--- src/rtl/exp_pkg.sv ---
// Shared fixed-point constants and types for the exponential pipeline
// (range reduction, series evaluation, scaling).
package exp_pkg;

  localparam int IN_W_DEF   = 32;
  localparam int FRAC_W_DEF = 16;
  localparam int K_W_DEF    = 8;

  // round(ln2 * 2^16) and round(2^16 / ln2), both tied to FRAC_W_DEF = 16
  localparam int LN2_Q      = 45426;
  localparam int INV_LN2_Q  = 94548;

  typedef logic signed [IN_W_DEF-1:0] fx_t;
  typedef logic signed [K_W_DEF-1:0]  k_t;

endpackage

--- src/rtl/exp_rr_correct.sv ---
// Combinational second stage of range reduction: r0 = x - k0*ln2, one-step
// correction into [0, ln2), then k narrowing (saturating when EXP_RR_OVF_EN is defined).
module exp_rr_correct
  import exp_pkg::*;
#(
  parameter int IN_W   = IN_W_DEF,
  parameter int FRAC_W = FRAC_W_DEF,
  parameter int K_W    = K_W_DEF,
  parameter int K0_W   = IN_W - FRAC_W + 2
) (
  input  logic signed [IN_W-1:0] i_x,
  input  logic signed [K0_W-1:0] i_k0,
  output logic signed [K_W-1:0]  o_k,
  output logic signed [IN_W-1:0] o_r,
  output logic                   o_ovf
);

  localparam int R0_W = K0_W + FRAC_W + 3;
  localparam int KC_W = K0_W + 1;
  localparam logic signed [KC_W-1:0] K_ONE = {{(KC_W-1){1'b0}}, 1'b1};

  logic signed [FRAC_W+1:0] w_ln2;
  logic signed [R0_W-1:0]   w_ln2_ext;
  logic signed [R0_W-1:0]   w_r0;
  logic signed [KC_W-1:0]   w_k0_ext;
  logic signed [R0_W-1:0]   w_rc;
  logic signed [KC_W-1:0]   w_kc;

  assign w_ln2     = (FRAC_W+2)'(LN2_Q);
  assign w_ln2_ext = R0_W'(w_ln2);
  assign w_k0_ext  = KC_W'(i_k0);
  assign w_r0      = R0_W'(i_x) - R0_W'(i_k0) * w_ln2_ext;

  // The floor estimate from the multiply can be off by one in either direction
  always_comb begin
    w_rc = w_r0;
    w_kc = w_k0_ext;
    if (w_r0[R0_W-1]) begin
      w_rc = w_r0 + w_ln2_ext;
      w_kc = w_k0_ext - K_ONE;
    end else if (w_r0 >= w_ln2_ext) begin
      w_rc = w_r0 - w_ln2_ext;
      w_kc = w_k0_ext + K_ONE;
    end else begin
      w_rc = w_r0;
      w_kc = w_k0_ext;
    end
  end

`ifdef EXP_RR_OVF_EN
  localparam logic signed [KC_W-1:0] K_MAX = {{(KC_W-K_W+1){1'b0}}, {(K_W-1){1'b1}}};
  localparam logic signed [KC_W-1:0] K_MIN = {{(KC_W-K_W+1){1'b1}}, {(K_W-1){1'b0}}};

  // Clamp k to the output range; a clamped k makes r meaningless, so zero it
  always_comb begin
    o_k   = K_W'(w_kc);
    o_r   = IN_W'(w_rc);
    o_ovf = 1'b0;
    if (w_kc > K_MAX) begin
      o_k   = {1'b0, {(K_W-1){1'b1}}};
      o_r   = {IN_W{1'b0}};
      o_ovf = 1'b1;
    end else if (w_kc < K_MIN) begin
      o_k   = {1'b1, {(K_W-1){1'b0}}};
      o_r   = {IN_W{1'b0}};
      o_ovf = 1'b1;
    end else begin
      o_k   = K_W'(w_kc);
      o_r   = IN_W'(w_rc);
      o_ovf = 1'b0;
    end
  end
`else
  assign o_k   = K_W'(w_kc);
  assign o_r   = IN_W'(w_rc);
  assign o_ovf = 1'b0;
`endif

endmodule

--- src/rtl/exp_range_reduce.sv ---
// Range reduction x = k*ln2 + r, 0 <= r < ln2, as a 2-stage valid/ready pipeline.
// Optional k saturation and out_ovf port under EXP_RR_OVF_EN.
module exp_range_reduce
  import exp_pkg::*;
#(
  parameter int IN_W   = IN_W_DEF,
  parameter int FRAC_W = FRAC_W_DEF,
  parameter int K_W    = K_W_DEF
) (
  input  logic                   clk,
  input  logic                   rst,
  input  logic                   in_valid,
  output logic                   in_ready,
  input  logic signed [IN_W-1:0] in_x,
  output logic                   out_valid,
  input  logic                   out_ready,
  output logic signed [K_W-1:0]  out_k,
  output logic signed [IN_W-1:0] out_r
`ifdef EXP_RR_OVF_EN
  ,
  output logic                   out_ovf
`endif
);

  localparam int P_W  = IN_W + FRAC_W + 2;
  localparam int K0_W = P_W - 2*FRAC_W;

  logic signed [FRAC_W+1:0] w_inv;
  logic signed [P_W-1:0]    w_p;
  logic signed [K0_W-1:0]   w_k0;
  logic                     w_s2_adv;
  logic signed [K_W-1:0]    w_k;
  logic signed [IN_W-1:0]   w_r;
  logic                     w_ovf;

  logic                     r_s1_valid;
  logic signed [IN_W-1:0]   r_s1_x;
  logic signed [K0_W-1:0]   r_s1_k0;
  logic                     r_out_valid;
  logic signed [K_W-1:0]    r_out_k;
  logic signed [IN_W-1:0]   r_out_r;
  logic                     r_out_ovf;

  // x/ln2 in fixed point; dropping 2*FRAC_W bits with >>> is a floor
  assign w_inv    = (FRAC_W+2)'(INV_LN2_Q);
  assign w_p      = P_W'(in_x) * P_W'(w_inv);
  assign w_k0     = K0_W'(w_p >>> (2*FRAC_W));

  assign w_s2_adv = !r_out_valid || out_ready;
  assign in_ready = !r_s1_valid || w_s2_adv;

  exp_rr_correct #(
    .IN_W   (IN_W),
    .FRAC_W (FRAC_W),
    .K_W    (K_W),
    .K0_W   (K0_W)
  ) u_correct (
    .i_x   (r_s1_x),
    .i_k0  (r_s1_k0),
    .o_k   (w_k),
    .o_r   (w_r),
    .o_ovf (w_ovf)
  );

  always_ff @(posedge clk) begin
    if (rst) begin
      r_s1_valid <= 1'b0;
      r_s1_x     <= {IN_W{1'b0}};
      r_s1_k0    <= {K0_W{1'b0}};
    end else if (in_ready) begin
      r_s1_valid <= in_valid;
      r_s1_x     <= in_x;
      r_s1_k0    <= w_k0;
    end
  end

  // Output register only moves when empty or drained, so it holds under backpressure
  always_ff @(posedge clk) begin
    if (rst) begin
      r_out_valid <= 1'b0;
      r_out_k     <= {K_W{1'b0}};
      r_out_r     <= {IN_W{1'b0}};
      r_out_ovf   <= 1'b0;
    end else if (w_s2_adv) begin
      r_out_valid <= r_s1_valid;
      r_out_k     <= w_k;
      r_out_r     <= w_r;
      r_out_ovf   <= w_ovf;
    end
  end

  assign out_valid = r_out_valid;
  assign out_k     = r_out_k;
  assign out_r     = r_out_r;
`ifdef EXP_RR_OVF_EN
  assign out_ovf   = r_out_ovf;
`else
  logic w_ovf_unused;
  assign w_ovf_unused = r_out_ovf;
`endif

endmodule

--- config.mk ---
export PLATFORM = sky130hd
export DESIGN_NAME = exp_range_reduce
export DESIGN_NICKNAME = d
export VERILOG_FILES = /design/src/rtl/exp_pkg.sv /design/src/rtl/exp_rr_correct.sv /design/src/rtl/exp_range_reduce.sv
export SDC_FILE = /design/constraint.sdc
export NUM_CORES = 1
export LEC_CHECK = 0
export CAP_MARGIN = 40
export CORE_MARGIN = 3
export CORE_UTILIZATION = 45
export DETAILED_ROUTE_END_ITERATION = 6
export PLACE_DENSITY = 0.64
export SLEW_MARGIN = 20
export SYNTH_ARGS = -nofsm -noshare
export SYNTH_HDL_FRONTEND = slang
export SYNTH_SLANG_ARGS = --single-unit
--- constraint.sdc ---
create_clock -name clk -period 15.15 [get_ports clk]
set_input_delay 3.03 -clock clk [delete_from_list [all_inputs] [get_ports clk]]
set_output_delay 3.03 -clock clk [all_outputs]
set_load 0.02 [all_outputs]
# Word-level counts from Yosys, hierarchy flattened
# Index checks and enable logic that the tools add are counted.
[word_totals] ff_bits=92 in_bits=36 output_inout_bits=42 elab_cells=22
[op_classes] addsub=5 mul=2 n_lt_le_gt_ge=1 n_mux=4 n_reduce_logical=4
[op_table] operator="32-bit 2-to-1 mux" count=2
[op_table] operator="32-bit by 16-bit multiplier with 48-bit output, second input constant" count=1
[op_table] operator="37-bit by 17-bit >= comparator with 1-bit output, second input constant" count=1
[op_table] operator="32-bit by 35-bit subtractor with 36-bit output" count=1
[op_table] operator="18-bit by 16-bit multiplier with 34-bit output, second input constant" count=1
[op_table] operator="32-bit by 17-bit adder with 32-bit output, second input constant" count=1
[op_table] operator="32-bit by 17-bit subtractor with 32-bit output, second input constant" count=1
[op_table] operator="8-bit 2-to-1 mux" count=2
[op_table] operator="8-bit by 2-bit adder with 8-bit output, second input constant" count=1
[op_table] operator="8-bit by 2-bit subtractor with 8-bit output, second input constant" count=1
[op_table] operator="1-bit zero test" count=2
[op_table] operator="1-bit logical OR" count=2

# Logic depth before layout (Yosys ltp)
[logic_depth] word_depth=5 ltp_mapped=37 depth_no_buf=36

# Cells and area by module
# A second synthesis with hierarchy kept.
[hier_totals] hier_cells=2574 hier_area_um2=21742.1
[by_module_without_submodules] mod="exp_range_reduce" instances=1 cells_each=1413 area_per_inst_um2=12255.5 seq_area_each_um2=1841.8
[by_module_without_submodules] mod="exp_rr_correct" instances=1 cells_each=1161 area_per_inst_um2=9486.6 seq_area_each_um2=0.0

# Worst setup path after synthesis
# OpenSTA, ideal clock, no wires.
[synth_timing] kind="input-to-reg" from="in in_x[14]" to="reg r_s1_k0[15]" setup_ns=0.117 t_arrival_ns=8.296 required_ns=15.033 slack_ns=6.737 stages=20 n_path_buf=0 cell_sequence="fa_1 ha_1 inv_1 fa_1 inv_1 fa_1 fa_1 fa_1 ha_1 a21o_1 a21o_1 a21o_1 a21oi_1 o221ai_1 a21oi_1 o21ai_0 o211ai_1 a21boi_0 or3_1 a22o_1"
[synth_between] elab_chain_len=1
[synth_lines] item="from (decl)" line_no="exp_range_reduce.sv:14" text="input logic signed [IN_W-1:0] in_x,"
[synth_lines] item="32-bit by 16-bit multiplier with 48-bit output" line_no="exp_range_reduce.sv:46" text="assign w_p = P_W'(in_x) * P_W'(w_inv);"
[synth_lines] item="to (signal assigned)" line_no="exp_range_reduce.sv:69" text="r_s1_k0 <= {K0_W{1'b0}};"
[synth_lines] item="to (signal assigned)" line_no="exp_range_reduce.sv:73" text="r_s1_k0 <= w_k0;"
[synth_lines] item="to (decl)" line_no="exp_range_reduce.sv:38" text="logic signed [K0_W-1:0] r_s1_k0;"
# No other way between the ends.
# A chain may end at the register's enable or synchronous reset.

# Final worst setup path
[layout_timing] from="in in_x[5]" to="reg r_s1_k0[15]"
# The elaborated chain is that of the path after synthesis.

==> qor.yml <==
yosys:
  synth-simple-area-share_pct: 10.57
  syn_inst: 2372
  synth-async-reset-ratio_pct: 0
  synth_compound_area_share_pct: 13.20
  synth_top_area_cell: "fa_1"
  synth_top_flop_cell: "dfxtp_1"
  synth_warnings: 0
  synthMuxAreaShare_pct: 0.5679
  synth_top_family_by_area: "adder cells"
  ys_ff_latch: 92
  synth_edf_count: 0
  ys_seq_area_share_pct: 8.893
  syn_nets: 3067
  synth_fa_ha_area_share_pct: 50.21
  ys_types: 84
  netlist_area_um2: 20710
  syn_avg_cell_area_um2: 8.731
  synthXorXnorAreaFrac_pct: 5.117
  synth_top_area_share_pct: 27.74
  synth.top_cells.by_area: "fa_1, ha_1, inv_1, dfxtp_1, xnor2_1"
grt:
  grt_max_degree: 61
  grt_pass1_vias: 16698
  grt_usage_pct: 21.70
  antenna_found_initial: 0
  gr-total-overflow: 0
  grt_pass1_wl_um: 84550
route:
  first_pass_iters: 5
  vias: 15990
  wl_met2_um: 24260
  avgRoutedWirePerCell_um: 16.75
  drt-initial-drc-count: 756
  wirelength_um: 50490
  via_per_inst: 5.303
  top_layer: "met4"
  drt-met1-wl_um: 23840
  dr_wl_met3_um: 1623
  route.detailed.drc: 0
  drtAntennaViolNets: 0
floorplanning:
  start_util_pct: 46.23
  core-area_um2: 44800
  ioPinCount: 78
  die_h_um: 220.5
  die_area_um2: 48640
  num_rows: 77
  die_w_um: 220.5
status:
  status: "complete, no violations"
clocking:
  cts_hold_buf: 0
  cts-root-buf: "clkbuf_16"
  clk_pin_slew_ps: 80
  clk_latency_ps: 370
  htree_levels: 3
  clockBufferDepth: 2
  cts_made_buffers: 9
  post_cts_buffers: 0
  cts_resized: 0
  cts.sink_count: 92
  cts_tree: "yes"
layout:
  areaGrowthSynthToFinish_pct: 8.023
  drive_gt1_share_pct: 2.600
  fillCellCount: 4273
  antenna_cells: 0
  layout.nets: 3113
timing:
  max_freq_mhz: 102.7
  worstMarginPinSlew_ps: 838.1
  finalCriticalPeriod_ps: 9735
  rsz0062_at_grt: "false"
  setup_violations: 0
  fin_tns_setup_ps: 0
  max_slew_margin_pct: 44.13
  whs_ps: 441.7
  finalMaxSlewViolations: 0
  fin_crit_sh_pct: 64.26
  fin_worst_skew_ps: 15.14
  hold_violations: 0
  fin_ws_ps: 5415
worst_hold_path:
  hp-class: "register to register"
  hold_start: "out_r[30]"
critical_path:
  end_kind: "register"
  cp_max_fo: 9
  cp.required_ps: 15420
  regToRegStartpoint: "r_s1_k0[6]"
  critical_path_class: "input pin to register"
  cp.arrival_ps: 10010
  start_kind: "input pin"
  crit_start: "in_x[5]"
place:
  gp_congestion: 0.9371
  pre_cts_slack_ps: 5011
  portBuffers: 77
  dpl.hpwl_um: 42990
job:
  maxCapViolCount: 0
cells in the final DEF, fill, tap and decap left out, drive strengths merged, types with 8 or more instances in the layout:
cell type      netlist  layout
buf                 10      14
and4                 8       8
fa                 287     287
a211oi              15      15
nand2b              10      10
o21a                13      13
a31oi               24      24
a21boi               8       8
mux2i                8       8
o22ai                8       8
nor2b               12      12
and2                16      16
clkdlybuf4s50        0      76
a21oi              134     134
clkbuf              45      10
nand3               30      30
o211ai              12      12
nor3                25      25
xnor2               81      81
xor2                40      40
nand4               21      21
nor2                92      92
o21ai               85      85
inv                566     569
a211o                8       8
and3                17      17
a311oi               8       8
a21o                38      38
dfxtp               92      92
or3                 12      12
ha                 372     372
nand2              176     176
stage by stage:
step           cells  util, %  cell area (um2)
3_5_place_dp    2998    49.30            22080
5_1_grt         3015    49.94            22370
2_1_floorplan   2372        -            20710
6_report        3015    49.94            22370
3_3_place_gp    2997    49.25            22060
4_1_cts         3014    49.93            22370
state kept, by name, summed over array words and instances, names as in the netlist:
signal and cells:
out_r 32, r_s1_x 32, out_valid 1, r_s1_k0 18
r_s1_valid 1, out_k 8
synth_stat cells, drive strengths merged (6+ instances only):
library cell,instances
inv,566
nand3,30
a31oi,24
o22ai,8
nand4,21
nor2b,12
a21boi,8
nand2b,10
a41oi,7
xnor2,81
nor2,92
clkbuf,45
or2,7
a211o,8
buf,10
and2,16
a22o,6
nand2,176
and4,8
dfxtp,92
or3,12
o31ai,7
ha,372
a211oi,15
a311oi,8
xor2,40
and3,17
o21a,13
nor4b,6
o21ai,85
fa,287
or4,7
a21oi,134
o211ai,12
mux2i,8
nor3,25
a21o,38
final timing paths:
check / endpoint / slack (ps) / depth (start not counted)
worst max register to register: out_r[30] / 5460 / 32
worst min-delay path: out_r[30] / 440 / 2
worst min register to register: out_r[30] / 440 / 2
worst max-delay path: r_s1_k0[15] / 5420 / 22
kinds of logic after synthesis:
family,count (synthesis)
fa+ha+maj,659
buf+inv,621
simple gates,450
compound gates,418
xor+xnor,121
flops,92
mux,11
critical path: stages:
cell and delay, ps:
clkdlybuf4s50_1 790, fa_1 510, ha_1 280, inv_1 50
fa_1 510, fa_1 550, inv_1 60, fa_1 500
fa_1 510, ha_1 340, and4_1 220, nand2_1 80
a31oi_1 330, o21ai_0 230, a21oi_1 260, a21oi_1 170
o21ai_0 490, o211ai_1 220, a21boi_0 310, o21a_1 250
nor3_1 70, a22o_1 240
metal layers:
metal	up-vias	GRT usage (%)
met2	296	38.03
met1	7844	29.67
li1	7794	-
met3	56	1.620
met4	0	4.393
met5	-	0
area by class of cell:
cell class / instances / area (um2) / area share [%]
Multi-Input combinational cell: 1659 / 16510 / 73.82
Inverter: 566 / 2125 / 9.496
Sequential cell: 92 / 1842 / 8.232
Timing Repair Buffer: 90 / 868.3 / 3.881
Tap cell: 592 / 740.7 / 3.311
Clock buffer: 10 / 229.0 / 1.023
Clock inverter: 6 / 53.80 / 0.2405
Power is left out: the tool's default activity adds up to more than one toggle a clock period on the data nets, which glitch-free logic cannot reach.
==> variant: new RTL, same settings <==
The option `EXP_RR_OVF_EN` is turned on by a define.
--- a/src/rtl/exp_rr_correct.sv
+++ b/src/rtl/exp_rr_correct.sv
@@ -2,2 +2,4 @@
 // correction into [0, ln2), then k narrowing (saturating when EXP_RR_OVF_EN is defined).
+`define EXP_RR_OVF_EN
+
 module exp_rr_correct
Check against the original RTL (old outputs only; new: out_ovf): not equivalent (a bounded check fails within 4 cycles, from zero or initial values and one cycle with rst high).
==> variant against the original RTL <==
Wire length rose by 8.8%. Global-route usage rose by 0.65 points. Sequential cell count rose by 1. Critical path depth grew 15. Final area rose by 3.9%. Synthesized cell count increased by 3.2%. Synthesized area increased by 4.1%. Via count up 4.0%. Worst setup slack worse by 1.8 ns.
Power is not shown: default switching activity piles up to over one toggle a cycle in this logic, so the estimate is an artifact.
==> variant: results (changes against the original RTL) <==
\begin{tabular}{lr}
\hline
Metric & Value \\
\hline
\multicolumn{2}{l}{\textbf{Layout}} \\
\quad Fraction of layout instances using a drive strength above 1 & 3.35\% (was 2.60\%) \\
\quad Layout multi-input combinational cell count & 1731 (was 1659) \\
\quad Clock buffer and inverter area fraction after layout & 1.28\% (was 1.26\%) \\
\quad Number of nets in the final layout & 3204 (was 3113) \\
\quad Total of fill cells in the finished design & 4532 (was 4273) \\
\quad Number of buffers outside the clock class in the layout & 95 (was 90) \\
\quad Inverters, non-clock & 569 (was 566) \\
\quad Sequential cell area & 0.00186 mm² (was 0.00184 mm²) \\
\multicolumn{2}{l}{\textbf{Worst setup path}} \\
\quad Crit Reg-Reg Endpoint & out\_r[3]\$\_SDFFE\_PP0P\_ (was out\_r[30]\$\_SDFFE\_PP0P\_) \\
\quad Worst R2R Path Depth & 37 (was 32) \\
\quad Largest fanout on the critical path & 32 (was 9) \\
\quad Setup CP Type & register to register (was input pin to register) \\
\quad Critical Path Slowest Stage Cell & dfxtp\_1 (was clkdlybuf4s50\_1) \\
\quad Reg2Reg Launch Point & r\_s1\_k0[11]\$\_SDFFE\_PP0P\_ (was r\_s1\_k0[6]\$\_SDFFE\_PP0P\_) \\
\multicolumn{2}{l}{\textbf{Synthesis}} \\
\quad Most instantiated cells after synthesis & inv\_1, ha\_1, fa\_1 (unchanged) \\
\quad Seq/Total Area, Yosys & 8.64\% (was 8.89\%) \\
\quad Largest cells by area after synthesis & fa\_1, ha\_1, inv\_1 (unchanged) \\
\quad Count of state elements after synthesis & 93 (was 92) \\
\multicolumn{2}{l}{\textbf{Detailed routing}} \\
\quad 1st-iter DRT viols & 1066 (was 756) \\
\quad Vias after detailed routing & 16600 (was 16000) \\
\quad Drt pass-1 iters & 6 (was 5) \\
\quad Routed wire length & 54900 µm (was 50500 µm) \\
\multicolumn{2}{l}{\textbf{Placed design}} \\
\quad Estimated wirelength of the detail-placed design & 47000 µm (was 43000 µm) \\
\quad Count of buffers from port buffering & 78 (was 77) \\
\multicolumn{2}{l}{\textbf{STA}} \\
\quad Relative slew slack & 41.6\% (was 44.1\%) \\
\multicolumn{2}{l}{\textbf{Global routing}} \\
\quad Pin count of the biggest net entering global routing & 56 (was 61) \\
\multicolumn{2}{l}{\textbf{Outcome}} \\
\quad Result of the run & complete, no violations (unchanged) \\
\multicolumn{2}{l}{\textbf{Min path}} \\
\quad Startpoint of the lowest-slack hold path & r\_s1\_x[1]\$\_SDFFE\_PP0P\_ (was out\_r[30]\$\_SDFFE\_PP0P\_) \\
\hline
\end{tabular}
variant: logic make-up (layout without fill, tap and decap cells):
logic type | Yosys count | count (layout) | synth area share, %
mux | 14 | 14 | 0.662
buf+inv | 624 | 680 | 11.2
simple gates | 485 | 485 | 11.0
xor+xnor | 139 | 139 | 5.68
fa+ha+maj | 669 | 669 | 48.9
compound gates | 424 | 424 | 14.0
flops | 93 | 93 | 8.64
variant: stage by stage:
stage / area (µm²) / instances / setup slack [ns] / hold slack (ns)
after global placement: 22900 / 3093 / 4.10 / 0.440
after CTS: 23200 / 3111 / 3.78 / 0.460
after detailed placement: 22900 / 3095 / 3.86 / 0.451
after floorplan: 21600 / 2448 / 5.67 / 0.432
final: 23200 / 3111 / 3.66 / 0.457
after global routing: 23200 / 3111 / 2.99 / 0.493
variant: routing by layer:
metal  vias up  GRT usage [%]  wire (µm)
met2       389           37.2      25500
met3        55           2.50       2350
met1      8076           31.6      26100
met5         -              0          0
met4         0           4.63        978
li1       8115              -          -
